$ cat config.mk
export PLATFORM = sky130hd
export DESIGN_NAME = pc_unit
export DESIGN_NICKNAME = d
export VERILOG_FILES = /design/src/rtl/pc_pkg.sv /design/src/rtl/pc_ras.sv /design/src/rtl/pc_unit.sv
export SDC_FILE = /design/constraint.sdc
export NUM_CORES = 1
export LEC_CHECK = 0
export CAP_MARGIN = 20
export CORE_UTILIZATION = 39
export CTS_BUF_LIST = sky130_fd_sc_hd__clkbuf_8
export DETAILED_ROUTE_END_ITERATION = 12
export GPL_TIMING_DRIVEN = 0
export PLACE_DENSITY = 0.69
export SYNTH_ARGS = -nofsm -noshare
export SYNTH_HDL_FRONTEND = slang
export SYNTH_SLANG_ARGS = --single-unit
export TNS_END_PERCENT = 10
$ cat constraint.sdc
create_clock -name clka -period 2.55 [get_ports clka]
set_clock_uncertainty 0.2 [all_clocks]
set_input_delay 0.51 -clock clka [delete_from_list [all_inputs] [get_ports clka]]
set_output_delay 0.51 -clock clka [all_outputs]
set_load 0.05 [all_outputs]
$ cat src/rtl/pc_pkg.sv
// Shared definitions for the fetch-path program counter.
// Contents: pc_ctl width and encodings, and the packed error-pulse record.
// Decode and the bench import this package.
package pc_pkg;
  localparam int PC_CTL_W = 3;
  typedef logic [PC_CTL_W-1:0] pc_ctl_t;

  localparam pc_ctl_t PC_INC     = 3'b000;
  localparam pc_ctl_t PC_BR_ABS  = 3'b001;
  localparam pc_ctl_t PC_JMP_REG = 3'b010;
  localparam pc_ctl_t PC_BR_REL  = 3'b011;
  localparam pc_ctl_t PC_CALL    = 3'b100;
  localparam pc_ctl_t PC_RET     = 3'b101;

  // Error pulses, registered together in pc_unit.
  typedef struct packed {
    logic ovf;
    logic unf;
    logic ill;
  } pc_err_t;
endpackage

$ cat src/rtl/pc_ras.sv
// Return-address stack: LIFO storage addressed by a top pointer.
// The pointer doubles as the entry count.
// Ports:
//   gclk, grst_n  clock, async active-low reset (resets the pointer only)
//   push_i        write push_data_i at the top; ignored when full
//   pop_i         drop the top entry; ignored when empty
//   push_data_i   return address to store
//   top_data_o    most recent entry (meaningless when empty)
//   count_o       number of valid entries
//   full_o        count == DEPTH
//   empty_o       count == 0
module pc_ras #(
  parameter  int W     = 6,
  parameter  int DEPTH = 4,
  localparam int CW    = $clog2(DEPTH+1)
) (
  input  logic          gclk,
  input  logic          grst_n,
  input  logic          push_i,
  input  logic          pop_i,
  input  logic [W-1:0]  push_data_i,
  output logic [W-1:0]  top_data_o,
  output logic [CW-1:0] count_o,
  output logic          full_o,
  output logic          empty_o
);
  localparam int IW = (DEPTH > 1) ? $clog2(DEPTH) : 1;

  // Sized to the index range so an empty-stack read never leaves the array.
  logic [W-1:0]  mem_q [2**IW];
  logic [CW-1:0] cnt_q, cnt_d;
  logic [IW-1:0] wr_idx, rd_idx;
  logic          do_push, do_pop;

  assign full_o     = (cnt_q == CW'(DEPTH));
  assign empty_o    = (cnt_q == '0);
  assign do_push    = push_i & ~full_o;
  assign do_pop     = pop_i & ~empty_o & ~push_i;
  assign wr_idx     = IW'(cnt_q);
  assign rd_idx     = IW'(cnt_q - CW'(1));
  assign top_data_o = mem_q[rd_idx];
  assign count_o    = cnt_q;

  always_comb begin
    cnt_d = cnt_q;
    if (do_push)     cnt_d = cnt_q + CW'(1);
    else if (do_pop) cnt_d = cnt_q - CW'(1);
  end

  always_ff @(posedge gclk or negedge grst_n)
    if (!grst_n) cnt_q <= '0;
    else         cnt_q <= cnt_d;

  // Contents are don't-care after reset; no reset on storage.
  always_ff @(posedge gclk)
    if (do_push) mem_q[wr_idx] <= push_data_i;
endmodule

$ cat src/rtl/pc_unit.sv
// Program counter for the fetch path: next-PC mux, call/return via pc_ras,
// error detection and registered one-cycle error pulses.
// Optional macro PC_TRAP_EN: any error condition redirects to TRAP_VECTOR.
// Ports:
//   clka, reset_n  single clock, async active-low reset
//   pc_latch_data  update strobe; PC/stack hold when low
//   pc_ctl         next-PC select (pc_pkg encodings; 110/111 reserved)
//   imm            absolute target or signed relative offset
//   sr1_val        register-indirect target
//   pc_out         current PC
//   ras_count      valid stack entries
//   ras_ovf/ras_unf/illegal_ctl  one-cycle error pulses
module pc_unit import pc_pkg::*; #(
  parameter  int                 PC_BITS      = 6,
  parameter  int                 RAS_DEPTH    = 4,
  parameter  logic [PC_BITS-1:0] RESET_VECTOR = '0,
  parameter  logic [PC_BITS-1:0] TRAP_VECTOR  = '1,
  localparam int                 CW           = $clog2(RAS_DEPTH+1)
) (
  input  logic               clka,
  input  logic               reset_n,
  input  logic               pc_latch_data,
  input  pc_ctl_t            pc_ctl,
  input  logic [PC_BITS-1:0] imm,
  input  logic [PC_BITS-1:0] sr1_val,
  output logic [PC_BITS-1:0] pc_out,
  output logic [CW-1:0]      ras_count,
  output logic               ras_ovf,
  output logic               ras_unf,
  output logic               illegal_ctl
);
  logic [PC_BITS-1:0] pc_q, pc_d, pc_inc, ras_top;
  pc_err_t            err_q, err_d;
  logic               push, pop, ras_full, ras_empty;

  assign pc_inc = pc_q + PC_BITS'(1);

  pc_ras #(.W(PC_BITS), .DEPTH(RAS_DEPTH)) u_ras (
    .gclk        (clka),
    .grst_n      (reset_n),
    .push_i      (push),
    .pop_i       (pop),
    .push_data_i (pc_inc),
    .top_data_o  (ras_top),
    .count_o     (ras_count),
    .full_o      (ras_full),
    .empty_o     (ras_empty)
  );

  always_comb begin
    pc_d  = pc_q;
    err_d = '0;
    push  = 1'b0;
    pop   = 1'b0;
    if (pc_latch_data) begin
      case (pc_ctl)
        PC_INC:     pc_d = pc_inc;
        PC_BR_ABS:  pc_d = imm;
        PC_JMP_REG: pc_d = sr1_val;
        // Same-width add is sign-extend-and-wrap for a two's-complement imm.
        PC_BR_REL:  pc_d = pc_q + imm;
        PC_CALL: begin
          pc_d = imm;
          if (ras_full) err_d.ovf = 1'b1;
          else          push      = 1'b1;
        end
        PC_RET: begin
          if (ras_empty) begin
            err_d.unf = 1'b1;
            pc_d      = pc_inc;
          end else begin
            pop  = 1'b1;
            pc_d = ras_top;
          end
        end
        default: err_d.ill = 1'b1;
      endcase
    end
`ifdef PC_TRAP_EN
    if (|err_d) pc_d = TRAP_VECTOR;
`endif
  end

`ifndef PC_TRAP_EN
  logic unused_trap;
  assign unused_trap = ^TRAP_VECTOR;
`endif

  always_ff @(posedge clka or negedge reset_n)
    if (!reset_n) begin
      pc_q  <= RESET_VECTOR;
      err_q <= '0;
    end else begin
      pc_q  <= pc_d;
      err_q <= err_d;
    end

  assign pc_out      = pc_q;
  assign ras_ovf     = err_q.ovf;
  assign ras_unf     = err_q.unf;
  assign illegal_ctl = err_q.ill;
endmodule

Word level (Yosys, flattened, before mapping)
Memories as Yosys holds them, arrays and structs flattened.
Cells that the tools add are included.
{"block": "op_classes", "add_sub_neg": 4, "n_eq_ne": 6, "n_mux": 18, "n_bitwise": 6, "n_reduce_logical": 7}
{"operator": "one-hot mux 6 bit (5 select lines)", "n": 1}
{"operator": "2-to-1 mux 1 bit", "n": 13}
{"operator": "== test 3 bit (second input constant)", "n": 3}
{"operator": "2-to-1 mux 3 bit", "n": 3}
{"operator": "adder 6 x 1 -> 6 bit (second input constant)", "n": 1}
{"operator": "adder 6 bit", "n": 1}
{"operator": "== test 3 x 2 -> 1 bit (second input constant)", "n": 2}
{"operator": "zero test 3 bit", "n": 2}
{"operator": "2-to-1 mux 6 bit", "n": 1}
{"operator": "OR reduction 6 bit", "n": 1}
{"operator": "nonzero test 5 bit", "n": 1}
{"operator": "adder 3 x 1 -> 3 bit (second input constant)", "n": 1}
{"operator": "bitwise AND 1 bit", "n": 3}
{"operator": "== test 3 x 1 -> 1 bit (second input constant)", "n": 1}
{"operator": "NOT 1 bit", "n": 3}
{"operator": "subtractor 3 x 1 -> 3 bit (second input constant)", "n": 1}
{"operator": "AND reduction 2 bit", "n": 1}
{"operator": "nonzero test 2 bit", "n": 1}
{"operator": "OR reduction 2 bit", "n": 1}
{"block": "word_totals", "ff_bits": 12, "mem_bits_rw": 24, "in_bits": 18, "output_inout_bits": 12, "elab_cells": 47, "mem_count": 1}
{"memory": "u_ras.mem_q", "words": 4, "word_bits": 6, "read_ports": 1, "rd_clocked_by_memory_dff": 0, "write_ports": 1, "line_no": "pc_ras.sv:30", "rtl": "logic [W-1:0] mem_q [2**IW];"}

Longest topological paths before layout
Gate-level depths: netlist of run 1.
{"block": "depth", "ltp_word": 8, "depth_mapped": 9, "mapped_depth_nobuf": 8}

Hierarchy
From an unflattened synthesis of run 1, not the netlist that was laid out.
{"block": "hier_totals", "cells_unflattened": 174, "hier_area_um2": 2103.3}
{"mod": "pc_ras", "instances": 1, "cells_each": 66, "area_per_inst_um2": 1173.6, "seq_area_each_um2": 795.8}
{"mod": "pc_unit", "instances": 1, "cells_each": 108, "area_per_inst_um2": 929.6, "seq_area_each_um2": 225.2}

Worst setup path after synthesis of run 1
No wires, ideal clock.
{"block": "synth_path", "path_type": "register -> register", "from": "register u_ras.cnt_q[0], in the netlist u_ras.count_o[0]", "to": "register pc_q[5], in the netlist pc_out[5]", "setup_time_ps": 132, "arrival_ps": 2244, "required_time_ps": 2218, "slack_ps": -26, "path_stages_with_launch": 10, "n_path_buf": 2, "period_less_slack_ps": 2576, "cell_sequence": "dfrtp_1 -> buf_6 -> inv_1 -> ha_1 -> clkbuf_1 -> mux4_2 -> nand4_1 -> nand4_2 -> a2111oi_4 -> a211oi_2"}
{"block": "synth_via", "elab_chain_cells": 4, "word_cells_on_any_way": 5, "cone_classes": "1 x add/sub; 2 x mux; 1 x reduce/logical; 1 x memory"}
{"element": "start: declaration", "line_no": "pc_ras.sv:31", "rtl": "logic [CW-1:0] cnt_q, cnt_d;"}
{"element": "start signal: assignment", "line_no": "pc_ras.sv:52", "rtl": "else cnt_q <= cnt_d;"}
{"element": "subtractor 3 x 1 -> 3 bit", "line_no": "pc_ras.sv:40", "rtl": "assign rd_idx = IW'(cnt_q - CW'(1));"}
{"element": "memory (4 x 6 bit)"}
{"element": "2-to-1 mux 6 bit *", "line_no": "pc_unit.sv:68", "rtl": "if (ras_empty) begin"}
{"element": "one-hot mux 6 bit (5 select lines) *", "line_no": "pc_unit.sv:56", "rtl": "case (pc_ctl)"}
{"element": "end signal: assignment", "line_no": "pc_unit.sv:94", "rtl": "pc_q <= pc_d;"}
{"element": "end: declaration", "line_no": "pc_unit.sv:32", "rtl": "logic [PC_BITS-1:0] pc_q, pc_d, pc_inc, ras_top;"}
Every way passes the cells marked *; elsewhere a longest branch is shown, timed or not.
A chain may end at the register's enable or synchronous reset.

Worst setup path after layout of run 1
{"block": "layout_path", "from": "input imm[1]", "to": "register pc_q[5], in the netlist pc_out[5]"}
{"block": "layout_via", "elab_chain_cells": 2}
{"element": "start: declaration", "line_no": "pc_unit.sv:24", "rtl": "input logic [PC_BITS-1:0] imm,"}
{"element": "adder 6 bit", "line_no": "pc_unit.sv:61", "rtl": "PC_BR_REL: pc_d = pc_q + imm;"}
{"element": "one-hot mux 6 bit (5 select lines)", "line_no": "pc_unit.sv:56"}
Every way passes these cells.

==> results of run 1 <==
-- worst max-delay path, delay by kind of cell --
kind                     cells  cell delay, ns
AO/OA/AOI/OAI                4            1.00
adder cells (fa/ha/maj)      1            0.26
AND/OR/NAND/NOR              1            0.16
buffers and inverters        1            0.51
-- report_power, final --
group	total, mW	leakage [nW]	internal (mW)	switching, mW
Sequential	0.829	0.360	0.737	0.0929
Clock	0.386	0.0453	0.185	0.201
Combinational	1.01	0.536	0.421	0.585
-- synth_stat cells, drive strengths merged (4+ instances only) --
library cell,n
a21oi,9
xnor2,6
inv,8
o21ai,7
mux4,6
nand2,15
dfrtp,12
edfxtp,24
nor2b,9
buf,5
ha,11
nand4,4
nor2,16
clkbuf,5
-- stage by stage --
stage / hold WS, ns / cells / cell area [µm²] / total power, mW / TNS, ns
floorplan: 0.0144 / 186 / 2150 / 1.56 / 0
global placement: 0.364 / 284 / 2520 / 1.84 / -5.51
detailed placement: 0.380 / 284 / 2520 / 1.85 / -5.76
CTS: 0.390 / 292 / 2600 / 2.24 / 0
global route: 0.435 / 291 / 2610 / 2.37 / 0
finish: 0.391 / 291 / 2610 / 2.22 / 0
-- worst paths after layout --
kind	from	slack [ns]	end	cells past startpoint
setup reg to reg	u_ras.count_o[0]	0.21	pc_out[5]	8
setup / recovery	imm[1]	0.09	pc_out[5]	7
max in group asynchronous	reset_n	1.31	u_ras.count_o[0]	1
hold / removal	u_ras.count_o[2]	0.39	u_ras.count_o[2]	1
hold reg to reg	u_ras.count_o[2]	0.39	u_ras.count_o[2]	1
min in group asynchronous	reset_n	0.40	pc_out[1]	1
-- cell families (layout without fill, tap and decap cells) --
family	count (synthesis)	count (layout)	synth area share (%)
muxes	7	7	7.45
AOI/OAI and AO/OA	42	42	15.2
adders and majority gates	12	12	7.33
DFF	36	36	47.5
buffers and inverters	18	53	3.72
xor gates and xnor gates	8	8	3.26
and+or+nand+nor	63	63	15.5
-- area by class of cell --
cell class                 instances  area share, %
buffer                             9           1.78
clock buffer                       5           2.64
clock inverter                     3          0.528
inverter                           8           1.15
multi-input combinational        132           40.5
sequential                        36           39.2
tap                               70           3.36
timing repair buffer              28           10.8
-- metal layers --
layer / wire length, µm / track usage, % / vias to the layer above / part of all wire (%)
met2: 2270 / 30.3 / 30 / 48
met1: 2240 / 22.7 / 757 / 47
li1: - / - / 766 / -
met3: 160 / 4.07 / 9 / 3.4
met5: 0 / 0 / - / 0
met4: 86 / 6.73 / 0 / 1.8
-- state kept, by name, indices dropped and copies added, names as in the netlist --
name,count
u_ras.mem_q,24
pc_out,6
u_ras.count_o,3
illegal_ctl,1
ras_ovf,1
ras_unf,1
==> results.py, run 1 <==
metrics = {
    "critical_path": {
        "critPathMaxStageDelay_ns": 0.51,
        "start_kind": "input port",
        "end_kind": "flop",
        "crit_slowest_cell": "clkdlybuf4s50_1",
        "worstPathCellList": "clkdlybuf4s50_1 > ha_1 > a211oi_2 > or4b_1 > o2111ai_2 > a211o_1 > a211oi_2",
        "crit_required_ns": 2.54,
        "crit_fanout": 3,
        "arrival_ns": 2.45,
        "cpMostUsedCell": "a211oi_2",
        "critical_path_class": "in2reg",
    },
    "clock_tree": {
        "cts_buffers": 5,
        "postCtsHoldBufs": 0,
        "cts_setup_buffers": 0,
        "cts.clk_slew.worst_paths_ns": 0.07,
        "clk_path_buf_depth": 2,
        "cts_tree": "yes",
        "cts_htree_levels": 2,
        "root_buffer": "clkbuf_8",
        "clk_latency_ns": 0.29,
        "cts.repair.resized": 0,
        "cts.sinks": 36,
    },
    "cells_and_area": {
        "antenna_cells": 0,
        "multi_input_comb_area_um2": 1060,
        "fin_nets": 250,
        "final_common_cell": "clkdlybuf4s50_1",
        "final_util_pct": 50.0,
        "seq_area_um2": 1020,
        "layout_common_cells": "clkdlybuf4s50_1 (28), edfxtp_1 (24), nor2_1 (16)",
        "fillers": 491,
        "area_growth_pct": 21.1,
        "drive_gt1_share_pct": 12.7,
    },
    "place": {
        "dpl.hpwl_um": 3470,
        "portBuffers": 28,
        "gp_congestion": 0.804,
        "post-place-ws_ns": -0.257,
    },
    "sta": {
        "setup_viol": 0,
        "maxSlewViolCount": 0,
        "finalCritPeriodShare_pct": 96.4,
        "clock.fmax_mhz": 407,
        "setup_slack_ns": 0.0927,
        "maxSlewHeadroom_pct": 43.4,
        "hold_violations": 0,
        "rsz0062_at_grt": "false",
        "period_needed_ns": 2.46,
        "worst_slew_pin_slew_ns": 0.841,
    },
    "detailed_routing": {
        "ant_nets": 0,
        "drt_iter0_markers": 98,
        "via_per_inst": 5.37,
        "wire_per_inst_um": 16.3,
        "drc": 0,
        "vias": 1562,
        "wirelength_um": 4750,
        "dr.pass1.iters": 4,
    },
    "yosys": {
        "synthesis.nets": 216,
        "syn_area_um2": 2150,
        "yosys_warnings": 0,
        "synth_area_leaders": "edfxtp_1 (34%), dfrtp_1 (14%), ha_1 (6.4%)",
        "dominantRegCellSynth": "edfxtp_1",
        "avgSynthCellArea_um2": 11.6,
        "synth.distinct_cells": 51,
        "synth_top_area_cell": "edfxtp_1",
        "seq_area_frac_synth_pct": 47.5,
        "synth_edf_count": 24,
        "synth_top_area_share_pct": 33.5,
        "synth-seq-cells": 36,
        "netlist_instances": 186,
        "synthArstFlopShare_pct": 33.3,
    },
    "floorplan": {
        "start_util_pct": 41.3,
        "dieArea_um2": 5820,
        "die_w_um": 76.3,
        "pin_count": 30,
        "rows": 26,
        "core-area_um2": 5200,
        "dieHeight_um": 76.3,
    },
    "flow_run": {
        "maxCapViolations": 0,
    },
    "grt": {
        "grt_pass1_vias": 1662,
        "antenna_found_initial": 0,
        "track_usage_pct": 18.1,
        "grt-ovfl-total": 0,
        "grt_max_degree": 13,
        "grt_pass1_wl_um": 8130,
    },
    "pwr": {
        "p_leak_nw": 0.941,
        "vdd_ir_drop_max_v": 0.000361,
        "powerDensity_nw_per_um2": 853,
    },
    "outcome": {
        "status": "finished, final reports clean",
    },
    "min_path": {
        "hold_class": "reg2reg",
    },
}
Note: power is estimated with default switching activity, not from simulation.
==> inputs of run 2 (changes only) <==
--- a/config.mk
+++ b/config.mk
@@ -13,5 +13,6 @@
 export PLACE_DENSITY = 0.69
 export SYNTH_ARGS = -nofsm -noshare
 export SYNTH_HDL_FRONTEND = slang
+export SYNTH_HIERARCHICAL = 1
 export SYNTH_SLANG_ARGS = --single-unit
 export TNS_END_PERCENT = 10
==> constraint.sdc (replaced) <==
create_clock -name clka -period 3.05 [get_ports clka]
set_clock_uncertainty 0.2 [all_clocks]
set_input_delay 0.61 -clock clka [delete_from_list [all_inputs] [get_ports clka]]
set_output_delay 0.61 -clock clka [all_outputs]
set_load 0.05 [all_outputs]
==> results.py, run 2 <==
metrics = {
    "sta": {
        "maxSlewViolCount": 0,
        "hold_violations": 0,
        "period_needed_ns": 2.87,
        "clock.fmax_mhz": 348,
        "worst_slew_pin_slew_ns": 0.579,
        "setup_slack_ns": 0.178,
        "setup_tns_ns": 0,
        "maxSlewHeadroom_pct": 61.3,
        "finalCritPeriodShare_pct": 94.2,
        "rsz0062_at_grt": "true",
        "fin_hold_ws_ns": 0.362,
        "setup_viol": 0,
    },
    "detailed_routing": {
        "wire_per_inst_um": 16.0,
        "via_per_inst": 5.39,
        "ant_nets": 0,
        "met3_length_um": 194,
        "wl_met1_um": 2170,
        "route.met2.wl_um": 2020,
        "wirelength_um": 4470,
        "drc": 0,
        "dr.pass1.iters": 4,
        "vias": 1504,
        "drt_iter0_markers": 138,
        "top_layer": "met4",
    },
    "yosys": {
        "syn_area_um2": 2100,
        "synth_edf_count": 24,
        "seq_area_frac_synth_pct": 48.5,
        "synth_top_area_share_pct": 34.3,
        "synthArstFlopShare_pct": 33.3,
        "synth_common_cells": "edfxtp_1 (24), dfrtp_1 (12), ha_1 (11)",
        "avgSynthCellArea_um2": 12.1,
        "dominantRegCellSynth": "edfxtp_1",
        "netlist_instances": 174,
        "synth.distinct_cells": 51,
        "synthesis.nets": 204,
        "synth_area_leaders": "edfxtp_1 (34%), dfrtp_1 (14%), ha_1 (6.5%)",
        "yosys_warnings": 6,
        "synthMostInstantiatedCell": "edfxtp_1",
        "synth-seq-cells": 36,
        "synth_top_area_cell": "edfxtp_1",
    },
    "pwr": {
        "powerDensity_nw_per_um2": 739,
        "total_power_mw": 1.89,
        "vdd_ir_drop_max_v": 0.000371,
        "p_leak_nw": 0.952,
    },
    "clock_tree": {
        "clk_path_buf_depth": 2,
        "clk_latency_ns": 0.29,
        "cts_tree": "yes",
        "cts.sinks": 36,
        "cts.clk_slew.worst_paths_ns": 0.07,
        "cts_buffers": 5,
        "cts_htree_levels": 2,
        "root_buffer": "clkbuf_8",
    },
    "floorplan": {
        "rows": 26,
        "dieArea_um2": 5690,
        "core-area_um2": 5140,
        "dieHeight_um": 75.4,
        "pin_count": 30,
        "start_util_pct": 40.9,
        "die_w_um": 75.4,
    },
    "cells_and_area": {
        "multi_input_comb_area_um2": 1000,
        "drive_gt1_share_pct": 16.3,
        "area_growth_pct": 21.6,
        "final_util_pct": 49.8,
        "final_common_cell": "clkdlybuf4s50_1",
        "antenna_cells": 0,
        "layout_common_cells": "clkdlybuf4s50_1 (27), edfxtp_1 (24), dfrtp_1 (12)",
        "fillers": 478,
        "largest_reg_flops": 24,
        "seq_area_um2": 1020,
        "top_register": "u_ras/mem_q",
        "fin_nets": 238,
    },
    "flow_run": {
        "maxCapViolations": 0,
    },
    "grt": {
        "grt_pass1_wl_um": 7020,
        "grt-ovfl-total": 0,
        "grt_pass1_vias": 1391,
        "grt_max_degree": 14,
        "antenna_found_initial": 0,
        "track_usage_pct": 17.3,
    },
    "critical_path": {
        "start_kind": "flop",
        "critPathMaxStageDelay_ns": 0.40,
        "crit_required_ns": 3.02,
        "crit_fanout": 8,
        "crit_slowest_cell": "dfrtp_1",
        "critical_path_class": "reg2reg",
        "end_kind": "flop",
        "worstPathCellList": "buf_2 > inv_1 > ha_1 > clkbuf_1 > mux4_2 > a221o_1 > or2_0 > a2bb2oi_1",
        "arrival_ns": 2.84,
    },
    "min_path": {
        "hold_class": "in2reg",
    },
    "place": {
        "dpl.hpwl_um": 3280,
        "portBuffers": 27,
        "gp_congestion": 0.856,
        "post-place-ws_ns": -0.0260,
    },
    "outcome": {
        "status": "finished, final reports clean",
    },
}
-- run 2: cell count changes after synthesis, moves of 4 or more --
cell     previous run  this run
nor2_1             16        10
a21o_1              1         6
nand2_1            15        10
nor2b_1             8         3
mux4_1              4         0
mux4_2              2         6
-- run 2: logic make-up (layout without fill, tap and decap cells) --
logic type | count (synthesis) | count (layout) | synth area share [%]
multiplexers | 9 | 9 | 7.97
flip-flops | 36 | 36 | 48.5
XOR/XNOR | 8 | 8 | 3.33
AND/OR/NAND/NOR | 50 | 50 | 13.4
buffers and inverters | 15 | 50 | 3.87
adder cells (fa/ha/maj) | 12 | 12 | 7.50
AO/OA/AOI/OAI | 44 | 44 | 15.4
-- run 2: worst max-delay path: cells and delay by family (launching register included) --
| kind | cells | cell delay (ns) |
|---|---|---|
| flip-flops | 1 | 0.40 |
| AO/OA/AOI/OAI | 2 | 0.49 |
| AND/OR/NAND/NOR | 1 | 0.20 |
| adder cells (fa/ha/maj) | 1 | 0.29 |
| multiplexers | 1 | 0.39 |
| buffers and inverters | 3 | 0.78 |
-- run 2: final cells by class --
| cell class | count | share of cell area [%] |
|---|---|---|
| sequential | 36 | 39.9 |
| multi-input combinational | 123 | 39.3 |
| timing repair buffer | 27 | 10.6 |
| tap | 70 | 3.42 |
| clock buffer | 5 | 2.69 |
| buffer | 8 | 2.15 |
| inverter | 7 | 1.03 |
| clock inverter | 3 | 0.930 |
-- run 2: per-layer routing --
| layer | GRT usage (%) | up-vias |
|---|---|---|
| met5 | 0 | - |
| met4 | 8.64 | 0 |
| met3 | 2.78 | 8 |
| met2 | 25.8 | 35 |
| met1 | 24.4 | 729 |
| li1 | - | 732 |
-- run 2: final timing paths --
kind                                       start         to  slack [ns]  cells after the start
worst max-delay path            u_ras/count_o[0]  pc_out[5]        0.18                      8
worst min-delay path               pc_latch_data  pc_out[2]        0.36                      2
worst max register to register  u_ras/count_o[0]  pc_out[5]        0.18                      8
worst min register to register         pc_out[5]  pc_out[5]        0.38                      2
max in group asynchronous                reset_n  pc_out[4]        1.79                      1
min in group asynchronous                reset_n    ras_ovf        0.48                      1
-- run 2: through the flow --
step / instance area [µm²] / instances
floorplan: 2100 / 174
global placement: 2460 / 271
detailed placement: 2460 / 271
CTS: 2550 / 279
global route: 2560 / 279
finish: 2560 / 279
-- run 2: power by group --
part           switching (mW)  internal (mW)
logic                   0.492          0.359
registers              0.0775          0.615
clock network           0.185          0.162
-- run 2: repair_timing --
| item | CTS | global route |
|---|---|---|
| endpoints found under the setup margin | 0 | 20 |
| hold endpoints to repair | 0 | 0 |
| gates resized for setup | 0 | 3 |
| setup buffers | 0 | 0 |
| hold buffers | 0 | 0 |
==> inputs of run 3 (changes only) <==
--- a/config.mk
+++ b/config.mk
@@ -11,6 +11,7 @@
 export DETAILED_ROUTE_END_ITERATION = 12
 export GPL_TIMING_DRIVEN = 0
 export PLACE_DENSITY = 0.69
+export SLEW_MARGIN = 20
 export SYNTH_ARGS = -nofsm -noshare
 export SYNTH_HDL_FRONTEND = slang
 export SYNTH_HIERARCHICAL = 1
==> results of run 3 <==
Same layout as run 2: the final DEF is identical, and so are final timing and power.
